--- config.mk ---
export PLATFORM = sky130hd
export DESIGN_NAME = differentiate_flat
export DESIGN_NICKNAME = d
export VERILOG_FILES = /design/src/rtl/differentiate_pkg.sv /design/src/rtl/differentiate_if.sv /design/src/rtl/differentiate_delay_line.sv /design/src/rtl/differentiate.sv /design/src/flat_wrapper.sv
export SDC_FILE = /design/constraint.sdc
export NUM_CORES = 1
export LEC_CHECK = 0
export BUFFER_PORTS_ARGS = -buffer_cell sky130_fd_sc_hd__clkbuf_2
export CORE_MARGIN = 3
export CORE_UTILIZATION = 55
export CTS_CLUSTER_DIAMETER = 100
export DETAILED_ROUTE_END_ITERATION = 16
export PLACE_DENSITY = 0.85
export RECOVER_POWER = 100
export SLEW_MARGIN = 5
export SYNTH_ARGS = -nofsm -noshare
export SYNTH_HDL_FRONTEND = slang
export SYNTH_HIERARCHICAL = 1
export SYNTH_SLANG_ARGS = --single-unit
--- constraint.sdc ---
create_clock -name clock -period 9.4 [get_ports clock]
set_input_delay 1.88 -clock clock [delete_from_list [all_inputs] [get_ports clock]]
set_output_delay 1.88 -clock clock [all_outputs]
set_load 0.03 [all_outputs]
--- src/rtl/differentiate_pkg.sv ---
// differentiate_pkg: shared constants and helper functions for the differentiate block
package differentiate_pkg;

    // Ceil-log2 with a floor of one bit. Counters sized with it always have at least one bit.
    function automatic int clog2(input int value);
        int r;
        r = 0;
        while ((1 << r) < value) r++;
        return (r < 1) ? 1 : r;
    endfunction

    // Legal configurations need at least two samples per line and a window of 1..LINE_LEN.
    function automatic bit params_ok(input int line_len, input int win);
        return (line_len >= 2) && (win >= 1) && (win <= line_len);
    endfunction

endpackage

--- src/rtl/differentiate_if.sv ---
// differentiate_if: stream bundle carrying prefix sums in and differenced values out
interface differentiate_if #(
    parameter int BIT_WIDTH = 16
);
    logic                 in_valid;
    logic                 in_frame_start;
    logic [BIT_WIDTH-1:0] in_value;
    logic                 out_valid;
    logic                 out_line_start;
    logic [BIT_WIDTH-1:0] out_value;

    modport master (
        output in_valid, in_frame_start, in_value,
        input  out_valid, out_line_start, out_value
    );

    modport slave (
        input  in_valid, in_frame_start, in_value,
        output out_valid, out_line_start, out_value
    );
endinterface

--- src/rtl/differentiate_delay_line.sv ---
// delay_line: DEPTH-stage enabled shift register with synchronous clear
module delay_line #(
    parameter int BIT_WIDTH = 16,
    parameter int DEPTH     = 1
) (
    input  logic                 clock,
    input  logic                 n_rst,
    input  logic                 enable,
    input  logic [BIT_WIDTH-1:0] in_value,
    output logic [BIT_WIDTH-1:0] out_value
);
    logic [BIT_WIDTH-1:0] stage [DEPTH];

    // Shift one position per enabled cycle; the last stage is the value DEPTH pushes ago.
    always_ff @(posedge clock) begin
        if (!n_rst) begin
            for (int i = 0; i < DEPTH; i++) stage[i] <= '0;
        end else if (enable) begin
            stage[0] <= in_value;
            for (int i = 1; i < DEPTH; i++) stage[i] <= stage[i-1];
        end
    end

    assign out_value = stage[DEPTH-1];
endmodule

--- src/rtl/differentiate.sv ---
// differentiate: recovers S[x] - S[x-WIN] from a raster stream of per-line prefix sums
module differentiate
    import differentiate_pkg::*;
#(
    parameter int BIT_WIDTH = 16,
    parameter int LINE_LEN  = 640,
    parameter int WIN       = 1
) (
    input logic          clock,
    input logic          n_rst,
    differentiate_if.slave bus
);
    localparam int XW = clog2(LINE_LEN);

    generate
        if (!params_ok(LINE_LEN, WIN)) begin : g_bad_params
            $error("differentiate: need LINE_LEN >= 2 and 1 <= WIN <= LINE_LEN");
        end
    endgenerate

    logic [XW-1:0]        x;
    logic [XW-1:0]        x_cur;
    logic [BIT_WIDTH-1:0] hist_out;
    logic [BIT_WIDTH-1:0] sub;

    delay_line #(
        .BIT_WIDTH(BIT_WIDTH),
        .DEPTH    (WIN)
    ) u_hist (
        .clock    (clock),
        .n_rst    (n_rst),
        .enable   (bus.in_valid),
        .in_value (bus.in_value),
        .out_value(hist_out)
    );

    // A frame start pins this sample to x=0; history from earlier lines is masked by the x test.
    assign x_cur = bus.in_frame_start ? '0 : x;
    assign sub   = (int'(x_cur) >= WIN) ? hist_out : '0;

    // Register the difference and line-start flag; bubbles leave everything but out_valid held.
    always_ff @(posedge clock) begin
        if (!n_rst) begin
            x                  <= '0;
            bus.out_valid      <= 1'b0;
            bus.out_line_start <= 1'b0;
            bus.out_value      <= '0;
        end else begin
            bus.out_valid <= bus.in_valid;
            if (bus.in_valid) begin
                x                  <= (x_cur == XW'(LINE_LEN - 1)) ? '0 : x_cur + 1'b1;
                bus.out_value      <= bus.in_value - sub;
                bus.out_line_start <= (x_cur == '0);
            end
        end
    end
endmodule

--- src/flat_wrapper.sv ---
// flat-port wrapper written by rule: the top's interface ports become plain ports
module differentiate_flat import differentiate_pkg::*;
#(
    parameter int BIT_WIDTH = 16,
    parameter int LINE_LEN  = 640,
    parameter int WIN       = 1
)
  (clock, n_rst, bus_in_valid, bus_in_frame_start, bus_in_value, bus_out_valid, bus_out_line_start, bus_out_value);
  differentiate_if #(.BIT_WIDTH(BIT_WIDTH)) bus_i ();
  input logic clock;
  input logic n_rst;
  input wire logic [$bits(bus_i.in_valid)-1:0] bus_in_valid;
  input wire logic [$bits(bus_i.in_frame_start)-1:0] bus_in_frame_start;
  input wire logic [$bits(bus_i.in_value)-1:0] bus_in_value;
  output wire logic [$bits(bus_i.out_valid)-1:0] bus_out_valid;
  output wire logic [$bits(bus_i.out_line_start)-1:0] bus_out_line_start;
  output wire logic [$bits(bus_i.out_value)-1:0] bus_out_value;
  assign bus_i.in_valid = bus_in_valid;
  assign bus_i.in_frame_start = bus_in_frame_start;
  assign bus_i.in_value = bus_in_value;
  assign bus_out_valid = bus_i.out_valid;
  assign bus_out_line_start = bus_i.out_line_start;
  assign bus_out_value = bus_i.out_value;
  differentiate #(.BIT_WIDTH(BIT_WIDTH), .LINE_LEN(LINE_LEN), .WIN(WIN)) u_core (.clock(clock), .n_rst(n_rst), .bus(bus_i));
endmodule
==> results of run 1 <==
==> per-layer routing <==
layer | share of wire (%) | global-route usage, % | vias up
li1 | - | - | 1139
met1 | 47 | 26.4 | 1062
met2 | 47 | 32.9 | 54
met3 | 4.3 | 4.85 | 10
met4 | 1.9 | 8.88 | 0
met5 | 0 | 0 | -
==> path summary, 6_finish.rpt <==
path | startpoint | to | slack, ps
worst min register to register | u_core/bus.out_value[15] | u_core/bus.out_value[15] | 450
worst max-delay path | bus_in_frame_start | u_core/bus.out_value[10] | 4110
worst max register to register | u_core/x[0] | u_core/bus.out_value[10] | 5780
worst min-delay path | u_core/bus.out_value[15] | u_core/bus.out_value[15] | 450
==> state kept, by name, indices dropped and copies added, names as in the netlist <==
name / flops
u_core/u_hist/stage: 16
u_core/bus.out_line_start: 1
u_core/bus.out_value: 16
u_core/bus.out_valid: 1
u_core/x: 10
==> critical path, stage by stage <==
cell	delay (ps)
clkbuf_1	410
nand2b_1	260
ha_1	170
nand2b_1	110
or2_0	640
and2_0	240
ha_1	180
inv_1	60
fa_1	400
a21o_1	200
a31oi_1	220
o21bai_1	130
a21oi_1	300
xor2_1	190
o21ai_0	80
==> final cells by class <==
| cell class | count | area [um^2] | area share [%] |
|---|---|---|---|
| Timing Repair Buffer | 38 | 168 | 5.63 |
| Inverter | 6 | 22.5 | 0.756 |
| Clock inverter | 1 | 5.00 | 0.168 |
| Sequential cell | 44 | 1040 | 35.0 |
| Clock buffer | 7 | 97.6 | 3.28 |
| Multi-Input combinational cell | 228 | 1560 | 52.5 |
| Tap cell | 65 | 81.3 | 2.73 |
==> cell usage in the layout (no fill, tap or decap), types with 2 or more instances in the layout <==
cell type / synthesis / final
nor4_1: 3 / 3
nor2b_1: 15 / 15
clkbuf_2: 0 / 17
ha_1: 19 / 19
clkbuf_8: 0 / 5
and2_0: 0 / 2
o21bai_1: 2 / 2
o211ai_1: 4 / 4
edfxtp_1: 16 / 16
o31ai_1: 2 / 2
nor2_1: 8 / 8
nand2_1: 30 / 30
a32oi_1: 3 / 3
clkbuf_1: 6 / 21
a31oi_1: 7 / 7
o211a_1: 2 / 2
xor2_1: 3 / 3
o21a_1: 2 / 2
o21ai_0: 11 / 14
or3_1: 2 / 2
a21boi_0: 4 / 4
inv_1: 6 / 6
nand2b_1: 8 / 9
nand4_1: 4 / 4
xnor2_1: 6 / 6
and3_2: 6 / 6
and3_1: 12 / 12
a21oi_1: 14 / 14
mux2i_1: 6 / 6
nand3_1: 11 / 11
a21o_1: 10 / 10
and4_1: 3 / 3
dfxtp_1: 28 / 28
nand3b_1: 5 / 5
==> stage by stage <==
step / std cells / instance area, um^2
3_3_place_gp: 381 / 2920
2_1_floorplan: 290 / 2720
6_report: 389 / 2980
4_1_cts: 389 / 3020
5_1_grt: 389 / 2980
3_5_place_dp: 381 / 2920
==> logic make-up after synthesis <==
| group | Yosys count | synth area share, % |
|---|---|---|
| mux | 6 | 2.21 |
| xor+xnor | 9 | 2.90 |
| fa+ha+maj | 20 | 9.48 |
| buf+inv | 18 | 3.45 |
| simple gates | 119 | 24.7 |
| flops | 44 | 38.3 |
| compound gates | 74 | 19.0 |
==> where the power goes <==
group / switching, mW / leakage [nW] / total (mW) / internal [mW]
combinational: 0.0687 / 0.759 / 0.108 / 0.0394
sequential: 0.00621 / 0.402 / 0.218 / 0.212
clock: 0.0636 / 0.0534 / 0.132 / 0.0682
==> run metrics, run 1 <==
leakage dissipation=about 1.2 nW; Port-buffer cells=37; clock buffers created by TritonCTS=5; maximum clock insertion buffer count=2; die area=around 0.0058 mm^2; sum of internal, switching and leakage power=roughly 0.46 mW; final RePlAce weighted congestion=around 0.86; largest net degree at the start of global routing=52; global-route wire length before repair=9.94 mm; clock tree root buffer cell=clkbuf_8; outcome=finished, violations left; largest clock skew in the final design=a little under 8 ps; Worst Hold Path Cells=2; upper clock frequency limit=approximately 190 MHz; Setup WS pre-CTS=~4400 ps; router iterations before antenna repair=4; async set or reset register ratio after synthesis=0%; reported max-cap violation count=1; Finished Core Util=between 60% and 70%; Slew Viols, Final=between 50 and 60; distinct cell type count after synthesis=55; aggregate routed wire length=roughly 5.8 mm; worst-path maximum fanout=17; proportion of netlist area held by the largest area contributor=approximately 20%; largest vdd supply drop=between 90 and 100 uV; prevailing post-synth register cell=dfxtp_1; data required time of the critical path=roughly 9600 ps; path category of the worst min-delay check=register to register; flop and latch count out of synthesis=44; post-detailed-route wirelength per cell=14.9 um; number of antenna diodes=0; post-CTS clock slew at the launch and capture registers of the worst setup and hold paths=roughly 80 ps; netlist area before placement=roughly 0.0027 mm^2; worst-case setup margin in the final layout=~4100 ps; area leader, netlist=dfxtp_1; r2r worst-path depth=15; pwr dens=154 mW/mm^2; aggregate negative setup slack=0 ps; hold bufs inserted after CTS=0; clock tree from TritonCTS=yes; net count reported at finish=roughly 360; synthesized area per cell=approximately 9.4 um^2; Synth Net Count=330; unrepaired setup endpoints after global routing=false; number of antenna violations at the first check in global routing=0; final period utilization=56.2%; synthesis-to-layout area growth=9.53%; leading cell type by number of instances after synthesis=nand2_1; cell count after synthesis=a little under 300; hold slack=between 400 and 500 ps; post-detailed-route via-to-cell ratio=5.82; post-CTS setup buffers=0; total number of clock tree sinks=44; critical setup path kind=primary input to register; y dimension of the die=between 70 and 80 um; chip width=between 70 and 80 um; hpwl dp=4.11 mm; startpoint class of the critical path=primary input; Crit. End Element=register; global routing usage summed across all routing layers=20.5%; count of endpoints failing setup in the final report=0; pin slew with the least headroom to its limit=approximately 1700 ps; Final Hold Violating Endpoints=0; yosys warns=6; Rows=24; total gr overflow=0; routed via count=2265; synth cell count leaders=30 x nand2_1, 28 x dfxtp_1, 19 x ha_1, 16 x edfxtp_1, 15 x nor2b_1; number of I/O pins=38; count of filler cells inserted in the layout=430; most area-consuming cells after synthesis=dfxtp_1 21%, edfxtp_1 18%, ha_1 8.7%; core area=0.00456 mm^2; layout cell share with drive strength beyond 1=~11%; remaining max-slew budget at the tightest pin=-14.6%; insertion delay of the later-clocked pin in the worst-skew pair=300 ps; failing checks=capacitance limit, slew limit; DRC Markers=0; violation count after the first detailed-routing iteration=approximately 180; initial core utilization=around three fifths; sequential fraction of the synthesis area=38.3%; number of enable-type register cells in the synthesized netlist=16; Final min period=about 5300 ps; Resized cells post-CTS=0; via count of the first global-routing pass=around 2200; post-route ant nets=0; arrival time of the worst setup path=roughly 5500 ps; maximum level of the CTS H-tree=2
(Power assumes the default switching activity.)
==> inputs of run 2 (changes only) <==
ABC_AREA = 1   (was unset)
PLACE_DENSITY = 0.84   (was 0.85)
clock period = 5.5 ns   (was 9.4 ns; I/O delays follow)
==> run 2 against run 1 <==
Compared with the run above: the flow now finishes without violations; sequential share of layout area decreased by 2.6 points; first-iteration DRC count fell by 12%; combinational power grew 100%; die area rose by 6.9%; core utilization is 0.051 points lower; worst hold slack improved by 50 ps; critical path type unchanged; critical endpoint unchanged.
==> run metrics, run 2 <==
commonest non-fill, non-tap cell in the layout=nand2_1; Final min period=just under 4000 ps; number of I/O pins=38 (unchanged); global-route wire length before repair=11.2 mm (+13%); post-synthesis compound-gate area fraction=9.93% (-9.1 points); aggregate routed wire length=6.61 mm (+14%); yosys warns=6 (unchanged); y dimension of the die=78.9 um (+3.4%); worst path cell trace=clkbuf_1 -> nor2_1 -> inv_1 -> ha_1 -> inv_1 -> nor2_1 -> inv_1 -> nor2_4 -> nand2_1 -> nand2_1 -> fa_1 -> nand3_1 -> nand2_1 -> a21o_1 -> nand2_1 -> nand2_1 -> nand2_1 -> nand3_1 -> nand2_1 -> inv_1; DRC Markers=0 (unchanged); maximum level of the CTS H-tree=2 (unchanged); synthesis-to-layout area growth=10.2%; Rows=25 (+4.2%); largest net degree at the start of global routing=34 (-35%); leakage dissipation=1.59 nW (+31%); Final Hold Violating Endpoints=0 (unchanged); pin slew with the least headroom to its limit=1420 ps (-302 ps); post-CTS clock slew at the launch and capture registers of the worst setup and hold paths=90 ps (about the same); number of antenna violations at the first check in global routing=0 (unchanged); synthesized area per cell=7.03 um^2 (-25%); routed via count=2714 (+20%); violation count after the first detailed-routing iteration=160 (-12%); startpoint class of the critical path=primary input; Regs by FF count=u_core/bus.out_value x16, u_core/u_hist/stage x16, u_core/x x10; worst-path maximum fanout=16 (-1); Slew Viols, Final=0 (-100%); insertion delay of the later-clocked pin in the worst-skew pair=300 ps (about the same); netlist area before placement=0.00292 mm^2 (+7.5%); clock tree from TritonCTS=yes; biggest cell delay along the critical path=470 ps (-170 ps); Resized cells post-CTS=0 (unchanged); cell count after synthesis=416 (+43%); largest vdd supply drop=138 uV (+45%); clock buffers created by TritonCTS=5 (unchanged); Port-buffer cells=37 (unchanged); Crit. End Element=register; data required time of the critical path=5710 ps (-3870 ps); flop and latch count out of synthesis=44 (unchanged); final period utilization=just over 70%; number of antenna diodes=0 (unchanged); mux cell area share after synthesis=0% (-2.2 points); upper clock frequency limit=255 MHz; arrival time of the worst setup path=4130 ps (-1340 ps); outcome=finished, final reports clean; largest clock skew in the final design=10.5 ps (+2.73 ps); most used cell along the critical path=nand2_1; critical setup path kind=primary input to register; Finished Core Util=65.2% (about the same); total number of clock tree sinks=44 (unchanged); unrepaired setup endpoints after global routing=false; post-CTS setup buffers=0 (unchanged); number of enable-type register cells in the synthesized netlist=16 (unchanged); post-detailed-route via-to-cell ratio=5.23 (-10%); Crit path max-delay family=simple AND/OR/NAND/NOR gates; count of endpoints failing setup in the final report=0 (unchanged); sequential fraction of the synthesis area=35.6% (-2.7 points); hpwl dp=4.80 mm (+17%); clock tree root buffer cell=clkbuf_8; async set or reset register ratio after synthesis=0% (unchanged); global routing usage summed across all routing layers=22.9% (+2.4 points); most area-consuming cells after synthesis=dfxtp_1 19%, edfxtp_1 16%, nand2_1 13%; Synth Net Count=456 (+38%); post-route ant nets=0 (unchanged); distinct cell type count after synthesis=36 (-35%); core area=0.00494 mm^2 (+8.3%); cell with the largest stage delay on the worst path=fa_1; total gr overflow=0 (unchanged); dominant combinational cell family by area after synthesis=simple AND/OR/NAND/NOR gates; remaining max-slew budget at the tightest pin=5.53% (+20 points); area leader, netlist=dfxtp_1; proportion of netlist area held by the largest area contributor=19.2% (-1.4 points); maximum clock insertion buffer count=2 (unchanged); hold bufs inserted after CTS=0 (unchanged); initial core utilization=59.1% (-0.43 points); reported max-cap violation count=0 (-1); prevailing post-synth register cell=dfxtp_1; chip width=78.9 um (+3.4%); Adder-Cell Fraction of Synth Area=8.82% (-0.66 points); post-detailed-route wirelength per cell=12.7 um (-14%); leading cell type by number of instances after synthesis=nand2_1; post-synthesis share of cell area spent on xor and xnor gates=3.60% (+0.70 points); most used cells in the layout excluding fill and tap cells=103 x nand2_1, 68 x inv_1, 45 x nor2_1, 28 x nand3_1, 28 x dfxtp_1; simple-gate portion of the synthesized area=30.9% (+6.2 points); router iterations before antenna repair=5 (+1); aggregate negative setup slack=0 ps (unchanged); die area=0.00623 mm^2 (+6.9%); net count reported at finish=491 (+35%); final RePlAce weighted congestion=0.953 (+11%); pwr dens=261 mW/mm^2 (+70%); path category of the worst min-delay check=register to register; Bufs and invs on worst path=5 (+3); layout cell share with drive strength beyond 1=11.1% (-0.36 points); synth cell count leaders=101 x nand2_1, 68 x inv_1, 45 x nor2_1, 28 x dfxtp_1, 28 x nand3_1; via count of the first global-routing pass=2538 (+15%)
run 2: changes by cell type in the layout (fill, tap and decap cells not counted), moves of 10 or more:
cell	previous run	this run
nor2_1	8	45
nand3_1	11	28
nand2_1	30	103
inv_1	6	68
nor2_2	1	11
nor2b_1	15	0
and3_1	12	0
run 2: path summary, 6_finish.rpt:
| path | from | end | slack [ps] | cells past startpoint |
|---|---|---|---|---|
| hold / removal | u_core/bus.out_value[11] | u_core/bus.out_value[11] | 500 | 2 |
| hold reg to reg | u_core/bus.out_value[11] | u_core/bus.out_value[11] | 500 | 2 |
| setup reg to reg | u_core/x[0] | u_core/bus.out_value[10] | 2180 | 20 |
| setup / recovery | bus_in_frame_start | u_core/bus.out_value[10] | 1590 | 20 |
run 2: tightest hold or removal path, delay by kind of cell (launching register included):
kind,cells,cell delay (ps)
DFF,1,330
and+or+nand+nor,2,130
run 2: cell type report:
class | count | area, um^2
flip-flops and latches | 44 | 1040
inverters | 73 | 274
clock inverters | 1 | 8.76
multi-input cells | 290 | 1550
clock buffers | 7 | 108
repair buffers | 37 | 160
fillers | 466 | 1720
well taps | 67 | 83.8
run 2: metal layers:
metal / wire length, um / vias to the layer above / GRT usage (%)
met3: 451 / 13 / 4.42
li1: - / 1372 / -
met1: 2890 / 1230 / 28.2
met4: 136 / 0 / 8.42
met2: 3130 / 99 / 39.6
met5: 0 / - / 0
run 2: logic make-up (layout without fill, tap and decap cells):
logic type	after synthesis	after routing
and+or+nand+nor	206	206
buffers and inverters	82	118
AOI/OAI and AO/OA	52	52
DFF	44	44
adders and majority gates	20	20
xor gates and xnor gates	12	12
run 2: power by group:
| part | total [mW] | leakage, nW | switching (mW) | internal [mW] |
|---|---|---|---|---|
| combinational | 0.219 | 1.13 | 0.150 | 0.0692 |
| sequential | 0.374 | 0.403 | 0.0116 | 0.362 |
| clock | 0.246 | 0.0596 | 0.116 | 0.130 |
| total | 0.840 | 1.59 | 0.278 | 0.562 |
run 2: through the flow:
stage	instance area (um^2)	instances	setup slack (ps)	total power, mW	hold slack [ps]
2_1_floorplan	2920	416	2100	0.544	449
3_3_place_gp	3140	511	1800	0.595	469
3_5_place_dp	3140	511	1690	0.601	485
4_1_cts	3260	519	2020	0.848	500
5_1_grt	3220	519	1250	0.894	526
6_report	3220	519	1590	0.840	501
==> inputs of run 3 (changes only) <==
CORE_UTILIZATION = 52   (was 55)
clock period = 3.2 ns   (was 5.5 ns; I/O delays follow)
==> run 3 against run 2 <==
Compared with the run above: critical endpoint is now u_core/bus.out_value[14]; critical path type unchanged; die area grew 5.3%; wire length shrank 0.70%; critical path depth shrank 1; final area grew 0.97%; register-to-register slack lost 1700 ps; sequential share of layout area shrank 0.31 points; largest cell class unchanged; clock-buffer cell count is the same.
==> run metrics, run 3 (synthesis results as in run 2) <==
Psw=0.474 mW (+71%); post-detailed-route via-to-cell ratio=5.08 (-2.9%); y dimension of the die=81.0 um (+2.6%); clock tree from TritonCTS=yes; remaining max-slew budget at the tightest pin=46.4% (+41 points); Final Hold Violating Endpoints=0 (unchanged); routed via count=2670 (-1.6%); maximum level of the CTS H-tree=2 (unchanged); worst-path maximum fanout=11 (-5); largest net degree at the start of global routing=19 (-44%); critical register-to-register path endpoint=u_core/bus.out_value[14]; Internal=0.971 mW (+73%); worst-case setup margin in the final layout=300 ps (-1290 ps); Slew Viols, Final=0 (unchanged); data required time of the critical path=3390 ps (-2320 ps); initial core utilization=55.5% (-3.7 points); DRC Markers=0 (unchanged); total gr overflow=0 (unchanged); largest clock skew in the final design=13.6 ps (+3.14 ps); router iterations before antenna repair=4 (-1); Rows=26 (+4.0%); net count reported at finish=495 (+0.81%); startpoint of the lowest-slack register-to-register path=u_core/x[1]; Critical Path Start=bus_in_frame_start; final RePlAce weighted congestion=0.889 (-6.7%); hold slack=487 ps (-13.5 ps); share of total power in sequential cells=44.4% (-0.2 points); most used cells in the layout excluding fill and tap cells=102 x nand2_1, 69 x inv_1, 46 x nor2_1, 28 x nand3_1, 28 x dfxtp_1; post-detailed-route wirelength per cell=12.5 um (-2.0%); unrepaired setup endpoints after global routing=false; number of antenna diodes=0 (unchanged); final period utilization=90.6%; global routing usage summed across all routing layers=21.7% (-1.2 points); commonest non-fill, non-tap cell in the layout=nand2_1; Final min period=2900 ps; Crit. End Element=register; global-route wire length before repair=11.2 mm (-0.56%); upper clock frequency limit=between 300 and 400 MHz; leakage dissipation=1.62 nW (+1.3%); portion of total power attributed to combinational logic=26.5% (+0.4 points); Setup WS pre-CTS=-3.67 ps (-1690 ps); via count of the first global-routing pass=2568 (+1.2%); core area=0.00527 mm^2 (+6.6%); critical setup path kind=primary input to register; total number of clock tree sinks=44 (unchanged); clock tree root buffer cell=clkbuf_8; count of filler cells inserted in the layout=504 (+8.2%); pin slew with the least headroom to its limit=802 ps (-615 ps); violation count after the first detailed-routing iteration=177 (+11%); aggregate routed wire length=6.57 mm (-0.70%); switch share=32.8% (-0.27 points); outcome=finished, final reports clean; number of antenna violations at the first check in global routing=0 (unchanged); worst setup path endpoint=u_core/bus.out_value[14]; Resized cells post-CTS=0 (unchanged); clock group share of total power=29.1% (-0.2 points); layout cell share with drive strength beyond 1=11.6% (+0.56 points); r2r worst-path depth=19 (-5.0%); Register-to-Register Setup Slack=440 ps (-1740 ps); pwr dens=444 mW/mm^2 (+70%); placed cells=518 (+1.4%); Regs by FF count=u_core/bus.out_value x16, u_core/u_hist/stage x16, u_core/x x10; largest vdd supply drop=190 uV (+37%); arrival time of the worst setup path=3090 ps (-1040 ps); count of endpoints failing setup in the final report=0 (unchanged); post-CTS clock slew at the launch and capture registers of the worst setup and hold paths=80 ps (about the same); number of I/O pins=38 (unchanged); clock buffers created by TritonCTS=5 (unchanged); startpoint class of the critical path=primary input; maximum clock insertion buffer count=2 (unchanged); synthesis-to-layout area growth=11.3%; path category of the worst min-delay check=register to register; hold bufs inserted after CTS=0 (unchanged); reported max-cap violation count=0 (unchanged); insertion delay of the later-clocked pin in the worst-skew pair=300 ps (about the same); Port-buffer cells=37 (unchanged); post-CTS setup buffers=0 (unchanged); post-route ant nets=0 (unchanged); non-filler instance count after layout=526 (+1.3%); hpwl dp=4.90 mm (+2.1%); die area=0.00656 mm^2 (+5.3%); chip width=81.0 um (+2.6%)
run 3: cell types whose count changed in the layout (fill, tap and decap cells not counted):
cell	previous run	this run
nor2_4	2	1
inv_2	3	2
buf_4	0	3
inv_1	68	69
nand2_4	0	1
nor2_1	45	46
clkbuf_2	17	18
nand2_1	103	102
run 3: final cells by class:
type	instances	area [um^2]	share of cell area, %
multi-input cells	290	1550	47.5
clock inverters	1	8.76	0.269
inverters	73	274	8.42
repair buffers	41	188	5.77
clock buffers	7	108	3.31
well taps	70	87.6	2.69
flip-flops and latches	44	1040	32.0
run 3: layer usage:
metal	GRT usage (%)	share of wire [%]
met1	27.6	45
met2	36.0	47
met3	4.55	6.7
met4	8.28	1.7
met5	0	0
run 3: critical path: stages:
cell	delay (ps)
clkbuf_2	150
nor2_1	200
inv_1	120
ha_1	210
nor2_1	140
inv_1	90
nor2_4	120
nand2_4	110
buf_4	180
nand2_1	60
ha_1	290
a21oi_1	200
o21ai_0	100
a21oi_1	190
nand2_1	80
nand2_1	60
nand3_1	60
nand2_1	70
inv_1	30
run 3: power groups by stage:
stage | combinational [mW] | sequential [mW] | clock [mW]
2_1_floorplan | 0.237 | 0.697 | 0
3_3_place_gp | 0.373 | 0.654 | 0
3_5_place_dp | 0.383 | 0.655 | 0
4_1_cts | 0.388 | 0.642 | 0.431
5_1_grt | 0.429 | 0.647 | 0.455
6_report | 0.382 | 0.642 | 0.421
run 3: worst min-delay path by stage:
stage                                        start                        to  slack, ps  depth (start not counted)
final                      u_core/bus.out_value[7]   u_core/bus.out_value[7]        490                          2
after global routing      u_core/bus.out_value[11]  u_core/bus.out_value[11]        520                          2
after CTS                              u_core/x[1]               u_core/x[1]        480                          2
after detailed placement   u_core/bus.out_value[7]   u_core/bus.out_value[7]        470                          2
after global placement     u_core/bus.out_value[7]   u_core/bus.out_value[7]        460                          2
after floorplan                        u_core/x[1]               u_core/x[1]        450                          2
run 3: through the flow:
step | utilization, % | total power [mW] | area, um^2 | setup TNS [ps]
floorplan | - | 0.934 | 2920 | 0
global placement | 60.2 | 1.03 | 3170 | 0
detailed placement | 60.2 | 1.04 | 3170 | -3.67
CTS | 62.4 | 1.46 | 3290 | 0
global route | 61.7 | 1.53 | 3250 | 0
finish | 61.7 | 1.44 | 3250 | 0
